**src/rtl/neuron_layer_seq.sv**
```systemverilog
// Dense-layer sequencer around an external combinational Q1.6 neuron MAC.
// Build option: NEURON_RELU_EN clamps negative results to zero at the output.
module neuron_layer_seq #(
    parameter int N_IN  = 4,
    parameter int N_OUT = 4,
    parameter int DW    = 8,
    localparam int XAW  = (N_IN > 1) ? $clog2(N_IN) : 1,
    localparam int BAW  = (N_OUT > 1) ? $clog2(N_OUT) : 1,
    localparam int WAW  = (N_IN * N_OUT > 1) ? $clog2(N_IN * N_OUT) : 1
) (
    input  logic           clk,
    input  logic           rst_n,
    input  logic           start,
    output logic           busy,
    output logic           done,
    output logic           w_rd,
    output logic [WAW-1:0] w_addr,
    input  logic [DW-1:0]  w_rdata,
    output logic           x_rd,
    output logic [XAW-1:0] x_addr,
    input  logic [DW-1:0]  x_rdata,
    output logic           b_rd,
    output logic [BAW-1:0] b_addr,
    input  logic [DW-1:0]  b_rdata,
    output logic [DW-1:0]  nrn_w,
    output logic [DW-1:0]  nrn_x,
    output logic [DW-1:0]  nrn_b,
    input  logic [DW-1:0]  nrn_out,
    output logic           y_valid,
    input  logic           y_ready,
    output logic [DW-1:0]  y_data,
    output logic [BAW-1:0] y_idx
);

    localparam logic [XAW-1:0] ILAST = XAW'(N_IN - 1);
    localparam logic [BAW-1:0] JLAST = BAW'(N_OUT - 1);

    typedef enum logic [2:0] {
        IDLE,
        LOAD,
        MAC,
        OUT,
        DONE
    } state_t;

    state_t         state;
    logic [XAW-1:0] i;
    logic [BAW-1:0] j;
    logic [DW-1:0]  acc;
    logic [DW-1:0]  y_next;

    assign nrn_w = w_rdata;
    assign nrn_x = x_rdata;
    assign nrn_b = (i == '0) ? b_rdata : acc;

`ifdef NEURON_RELU_EN
    assign y_next = nrn_out[DW-1] ? '0 : nrn_out;
`else
    assign y_next = nrn_out;
`endif

    // Strobes are registered one step ahead: the read for term i+1
    // is in flight while term i is being accumulated.
    always_ff @(posedge clk or negedge rst_n) begin
        if (!rst_n) begin
            state   <= IDLE;
            i       <= '0;
            j       <= '0;
            acc     <= '0;
            busy    <= 1'b0;
            done    <= 1'b0;
            w_rd    <= 1'b0;
            x_rd    <= 1'b0;
            b_rd    <= 1'b0;
            w_addr  <= '0;
            x_addr  <= '0;
            b_addr  <= '0;
            y_valid <= 1'b0;
            y_data  <= '0;
            y_idx   <= '0;
        end else begin
            done <= 1'b0;
            unique case (state)
                IDLE: begin
                    if (start) begin
                        state  <= LOAD;
                        busy   <= 1'b1;
                        i      <= '0;
                        j      <= '0;
                        b_rd   <= 1'b1;
                        w_rd   <= 1'b1;
                        x_rd   <= 1'b1;
                        b_addr <= '0;
                        w_addr <= '0;
                        x_addr <= '0;
                    end
                end
                LOAD: begin
                    state <= MAC;
                    b_rd  <= 1'b0;
                    if (ILAST != '0) begin
                        w_rd   <= 1'b1;
                        x_rd   <= 1'b1;
                        w_addr <= w_addr + WAW'(1);
                        x_addr <= x_addr + XAW'(1);
                    end else begin
                        w_rd <= 1'b0;
                        x_rd <= 1'b0;
                    end
                end
                MAC: begin
                    acc <= nrn_out;
                    if (i == ILAST) begin
                        state   <= OUT;
                        i       <= '0;
                        w_rd    <= 1'b0;
                        x_rd    <= 1'b0;
                        y_valid <= 1'b1;
                        y_data  <= y_next;
                        y_idx   <= j;
                    end else begin
                        i <= i + XAW'(1);
                        if (i != ILAST - XAW'(1)) begin
                            w_rd   <= 1'b1;
                            x_rd   <= 1'b1;
                            w_addr <= w_addr + WAW'(1);
                            x_addr <= x_addr + XAW'(1);
                        end else begin
                            w_rd <= 1'b0;
                            x_rd <= 1'b0;
                        end
                    end
                end
                OUT: begin
                    if (y_ready) begin
                        y_valid <= 1'b0;
                        if (j == JLAST) begin
                            state <= DONE;
                            done  <= 1'b1;
                        end else begin
                            state  <= LOAD;
                            j      <= j + BAW'(1);
                            b_rd   <= 1'b1;
                            w_rd   <= 1'b1;
                            x_rd   <= 1'b1;
                            b_addr <= j + BAW'(1);
                            w_addr <= w_addr + WAW'(1);
                            x_addr <= '0;
                        end
                    end
                end
                DONE: begin
                    state <= IDLE;
                    busy  <= 1'b0;
                end
                default: state <= IDLE;
            endcase
        end
    end

endmodule
```
**config.mk**
```make
export PLATFORM = sky130hd
export DESIGN_NAME = neuron_layer_seq
export DESIGN_NICKNAME = d
export VERILOG_FILES = /design/src/rtl/neuron_layer_seq.sv
export SDC_FILE = /design/constraint.sdc
export NUM_CORES = 1
export LEC_CHECK = 0
export ABC_AREA = 1
export CAP_MARGIN = 20
export CELL_PAD_IN_SITES_DETAIL_PLACEMENT = 0
export CELL_PAD_IN_SITES_GLOBAL_PLACEMENT = 1
export CORE_ASPECT_RATIO = 1.25
export CORE_MARGIN = 2
export CORE_UTILIZATION = 27
export CTS_CLUSTER_SIZE = 28
export DETAILED_ROUTE_END_ITERATION = 12
export GPL_ROUTABILITY_DRIVEN = 0
export PLACE_DENSITY_LB_ADDON = 0.12
export SYNTH_ARGS = -nofsm -noshare
export SYNTH_HDL_FRONTEND = slang
export SYNTH_SLANG_ARGS = --single-unit
```
**constraint.sdc**
```tcl
create_clock -name clk -period 1.71 [get_ports clk]
set_input_delay 0.513 -clock clk [delete_from_list [all_inputs] [get_ports clk]]
set_output_delay 0.513 -clock clk [all_outputs]
set_load 0.05 [all_outputs]
```
# After elaboration in Yosys (flattened, before gate mapping)
# Index checks and enable logic that the tools add are counted.
# totals
out_inout_bits,48
ff_bits,36
in_bits,36
word_cells,84
# classes
eq_ne,13
muxes,37
addsub,4
n_reduce_logical,17
# ops
cell,n
$mux W4,5
$mux W2,8
$pmux W4 S4,1
$ne A2 B2 Y1 const B,7
$mux W3,4
$pmux W3 S4,1
$reduce_and A4 Y1,3
$mux W1,10
$mux W8,1
$pmux W2 S2,2
$pmux W2 S4,1
$reduce_bool A2 Y1,4
$add A2 B1 Y2 const B,3
$eq A3 B2 Y1 const B,2
$reduce_and A2 Y1,3
$reduce_and A3 Y1,2
$reduce_and A6 Y1,1
$add A4 B1 Y4 const B,1
$eq A2 B2 Y1 const B,2
$pmux W1 S2,2
$pmux W1 S4,1
$reduce_bool A4 Y1,1
$eq A3 B1 Y1 const B,1
$eq A3 B3 Y1 const B,1
other kinds (4),4

# Logic depth before layout (Yosys ltp)
# depth
depth_word,4
depth_mapped,9
ltp_nobuf,8

# Worst setup path before layout
# Ideal clock, no wire load.
# synth_timing
kind,flip-flop to output port
start,register i[0]
end,output port nrn_b[0]
required_ns,1.197
t_arrival_ns,1.364
path_buffers,1
slack_ns,-0.167
stages_incl_launch_ff,5
cell_sequence,dfrtp_1 > inv_1 > ha_1 > clkbuf_1 > mux2_2
# synth_between
elab_chain_len,2
# synth_rtl
element,line,source
"start, declared",47,logic [XAW-1:0] i;
"start signal, assigned",122,i <= i + XAW'(1);
$logic_not A2 Y1,54,assign nrn_b = (i == '0) ? b_rdata : acc;
$mux W8,54,
"end, declared",27,"output logic [DW-1:0] nrn_b,"
# Every way passes these cells.

# Worst setup path after layout
# layout_timing
start,register i[1]
end,output port nrn_b[6]
# Same word-level chain as after synthesis.

==> results.tsv <==
stage	metric	value	unit
final_layout	final_util	0.422	
final_layout	final_common_cell	nand2_1	
detailed_routing	avgViaCountPerCell	4.29	
place	numPortBuffers	51	
critical_path	rrSetupSlack	0.18	ns
final_layout	drive_above_1_share	0.292	
clock_tree	clkTransAtPathRegs	0.08	ns
floorplan	start_util	0.276	
timing	fin_hold_ws	0.180	ns
clock_tree	worstSkewPairLatency	0.29	ns
detailed_routing	drtPass1Iterations	4	
clock_tree	clock_path_buffers	2	
timing	worstMarginPinSlew	0.333	ns
critical_path	worst-setup-path-type	register to output pin	
global_route	grt_antenna_before_repair	0	
synthesis	syn-cell-area	1900	sq um
clock_tree	cts_inserted_buffers	5	
clock_tree	htree_num_levels	2	
global_route	grt_use_met1	0.159	
critical_path	slowest_stage	dfrtp_1	
outcome	outcome	finished with violations	
critical_path	crit_start	i[1]	
timing	hold_violations	0	
synthesis	yosysWarnings	0	
hold_path	hold_path.class	input port to async pin	
place	dp_hpwl	3100	microns
floorplan	die_h	97.8	microns
global_route	grt_overflow	0	
critical_path	r2r-start	i[0]	
timing	relSlewSlack	0.778	
critical_path	path_buf_inv	3	
synthesis	yosysUniqueCellTypes	27	
critical_path	rr_worst_depth	10	
timing	clock_skew	0.0109	ns
detailed_routing	ant_nets	0	
critical_path	critical_path.cell_chain	inv_2 -> ha_4 -> buf_12 -> mux2_4 -> buf_8	
power	ir_drop	0.941	mV
final_layout	final_cell_mix	56 x nand2_1, 36 x dfrtp_1, 26 x buf_12	
critical_path	critPathCapture	nrn_b[6]	
synthesis	synth-compound-area-share	0.0783	
global_route	grt_usage	0.121	
synthesis	async_flop_share	1.00	
timing	fin_crit	2.01	ns
synthesis	synth_edf_count	0	
critical_path	r2r_end	x_addr[0]	
floorplan	dieArea	7730	sq um
global_route	met3_usage	0.0370	
global_route	grt_max_degree	37	
synthesis	ys_ff_latch	36	
synthesis	yosys.area_share.xor_xnor	0.00922	
floorplan	io_pins	84	
power	p_per_area	2220	nW/um^2
synthesis	synthAdderAreaFrac	0.0329	
critical_path	path_depth	5	
critical_path	crit_required	1.20	ns
floorplan	core_area	6890	sq um
detailed_routing	dr_total_vias	1549	
final_layout	syn_to_final_growth	52.9	%
final_layout	nets	311	
place	place_ws	-0.164	ns
synthesis	ys.flop_type	dfrtp_1	
job	maxCapViolations	0	
place	dp_cells	351	
critical_path	worstSetupEndpointType	output pin	
power	power.leakage	1.43	nW
detailed_routing	drt_iter0_markers	70	
synthesis	synth_top_family_by_area	simple AND/OR/NAND/NOR gates	
timing	timing.fmax	497	MHz
clock_tree	clock_sinks	36	
final_layout	layout.cells.non_filler	361	
timing	report.final.slew_viol_count	0	
detailed_routing	drt-total-wl	4430	microns
final_layout	diodes	0	
critical_path	crit_path_start_kind	register	
critical_path	critical_path_peak_fanout	8	
critical_path	worstPathArrival	1.50	ns
global_route	grt_first_pass_wirelength	7450	microns
timing	layout_setup_ws	-0.301	ns
clock_tree	cts_tree	done	
floorplan	die_x	79.0	microns
timing	fin_crit_sh	1.18	
global_route	busiest_layer	met2	
timing	finalSetupViolCount	8	
timing	rsz0062_at_grt	yes	
synthesis	avgSynthCellArea	8.64	sq um
critical_path	critPathMaxStageDelay	0.39	ns
synthesis	seq_area_frac_synth	0.474	
floorplan	std_cell_rows	34	
detailed_routing	drcViolationCount	0	
global_route	grt_pass1_vias	1503	
critical_path	cp_top_family	flip-flops	
synthesis	synth_cells	220	
global_route	grtUsageMet2	0.197	
power	total_power	0.00645	W
detailed_routing	wl_per_cell	12.3	microns
synthesis	synthSimpleGateAreaFrac	0.221	
clock_tree	root_buffer	clkbuf_8	
synthesis	syn_nets	261	
outcome	violations	negative setup slack	
clock_tree	ctsHoldBuffers	0	
synthesis	synthMuxAreaShare	0.0474	
-- cell families after synthesis --
group | after synthesis
adders and majority gates | 5
xor gates and xnor gates | 2
muxes | 8
and+or+nand+nor | 92
buffers and inverters | 48
AOI/OAI and AO/OA | 29
DFF | 36
-- flip-flops by register name, summed over array words and instances (netlist names) --
name and cells:
acc 8, y_data 8, w_addr 4, state 3, i 2, j 2
x_addr 2, y_idx 2, b_rd 1, busy 1, done 1, x_rd 1
y_valid 1
-- worst min path at each step --
| stage | from | slack [ns] | endpoint |
|---|---|---|---|
| after global placement | acc[0] | 0.47 | acc[0] |
| final | rst_n | 0.18 | state[0] |
| after global routing | rst_n | 0.19 | done |
| after CTS | rst_n | 0.19 | y_data[1] |
| after detailed placement | acc[7] | 0.47 | acc[7] |
| after floorplan | rst_n | 0.22 | acc[0] |
-- metal layers --
metal / part of all wire / routed length, microns / up-vias
li1: - / - / 783
met3: 0.063 / 277 / 5
met2: 0.47 / 2080 / 50
met4: 0.0090 / 40 / 0
met5: 0 / 0 / -
met1: 0.46 / 2030 / 711
-- cell usage after synthesis (2+ instances only) --
cell type / count / share of area
o22ai_1: 2 / 0.0066
ha_1: 5 / 0.033
nor2_1: 14 / 0.028
inv_1: 23 / 0.045
dfrtp_1: 36 / 0.47
a21oi_1: 3 / 0.0079
buf_4: 18 / 0.071
buf_2: 2 / 0.0053
nand2_2: 3 / 0.0099
nand2_1: 56 / 0.11
xnor2_1: 2 / 0.0092
mux2_2: 8 / 0.047
nand4_1: 2 / 0.0066
nand2_4: 2 / 0.012
o21ai_0: 22 / 0.058
nand3_1: 9 / 0.024
nor2_2: 3 / 0.0099
-- report_power, final --
group / leakage, nW / internal [W] / switching, W
Sequential: 0.444 / 0.00122 / 0.000399
Clock: 0.0455 / 0.000329 / 0.000303
Combinational: 0.945 / 0.00196 / 0.00224
Total: 1.43 / 0.00351 / 0.00295
-- repair_timing --
action | 4_1_cts | 5_1_grt
endpoints found under the setup margin | 8 | 8
setup buffers | 1 | 1
gates resized for setup | 28 | 1
cloned | 0 | 0
pin swaps | 1 | 1
-- metrics by stage --
stage / cell area (sq um) / TNS [ns]
after floorplan: 1900 / -0.414
after global placement: 2700 / -1.31
after detailed placement: 2700 / -1.36
after CTS: 2900 / -2.42
after global routing: 2910 / -2.87
final: 2910 / -2.38
-- layout make-up --
| type | instances | area [sq um] |
|---|---|---|
| Sequential cell | 36 | 901 |
| Tap cell | 90 | 113 |
| Fill cell | 710 | 3990 |
| Clock buffer | 8 | 90.1 |
| Multi-Input combinational cell | 136 | 783 |
| Inverter | 25 | 96.3 |
| Timing Repair Buffer | 66 | 923 |
No activity file was read; power rests on OpenSTA's default activity.
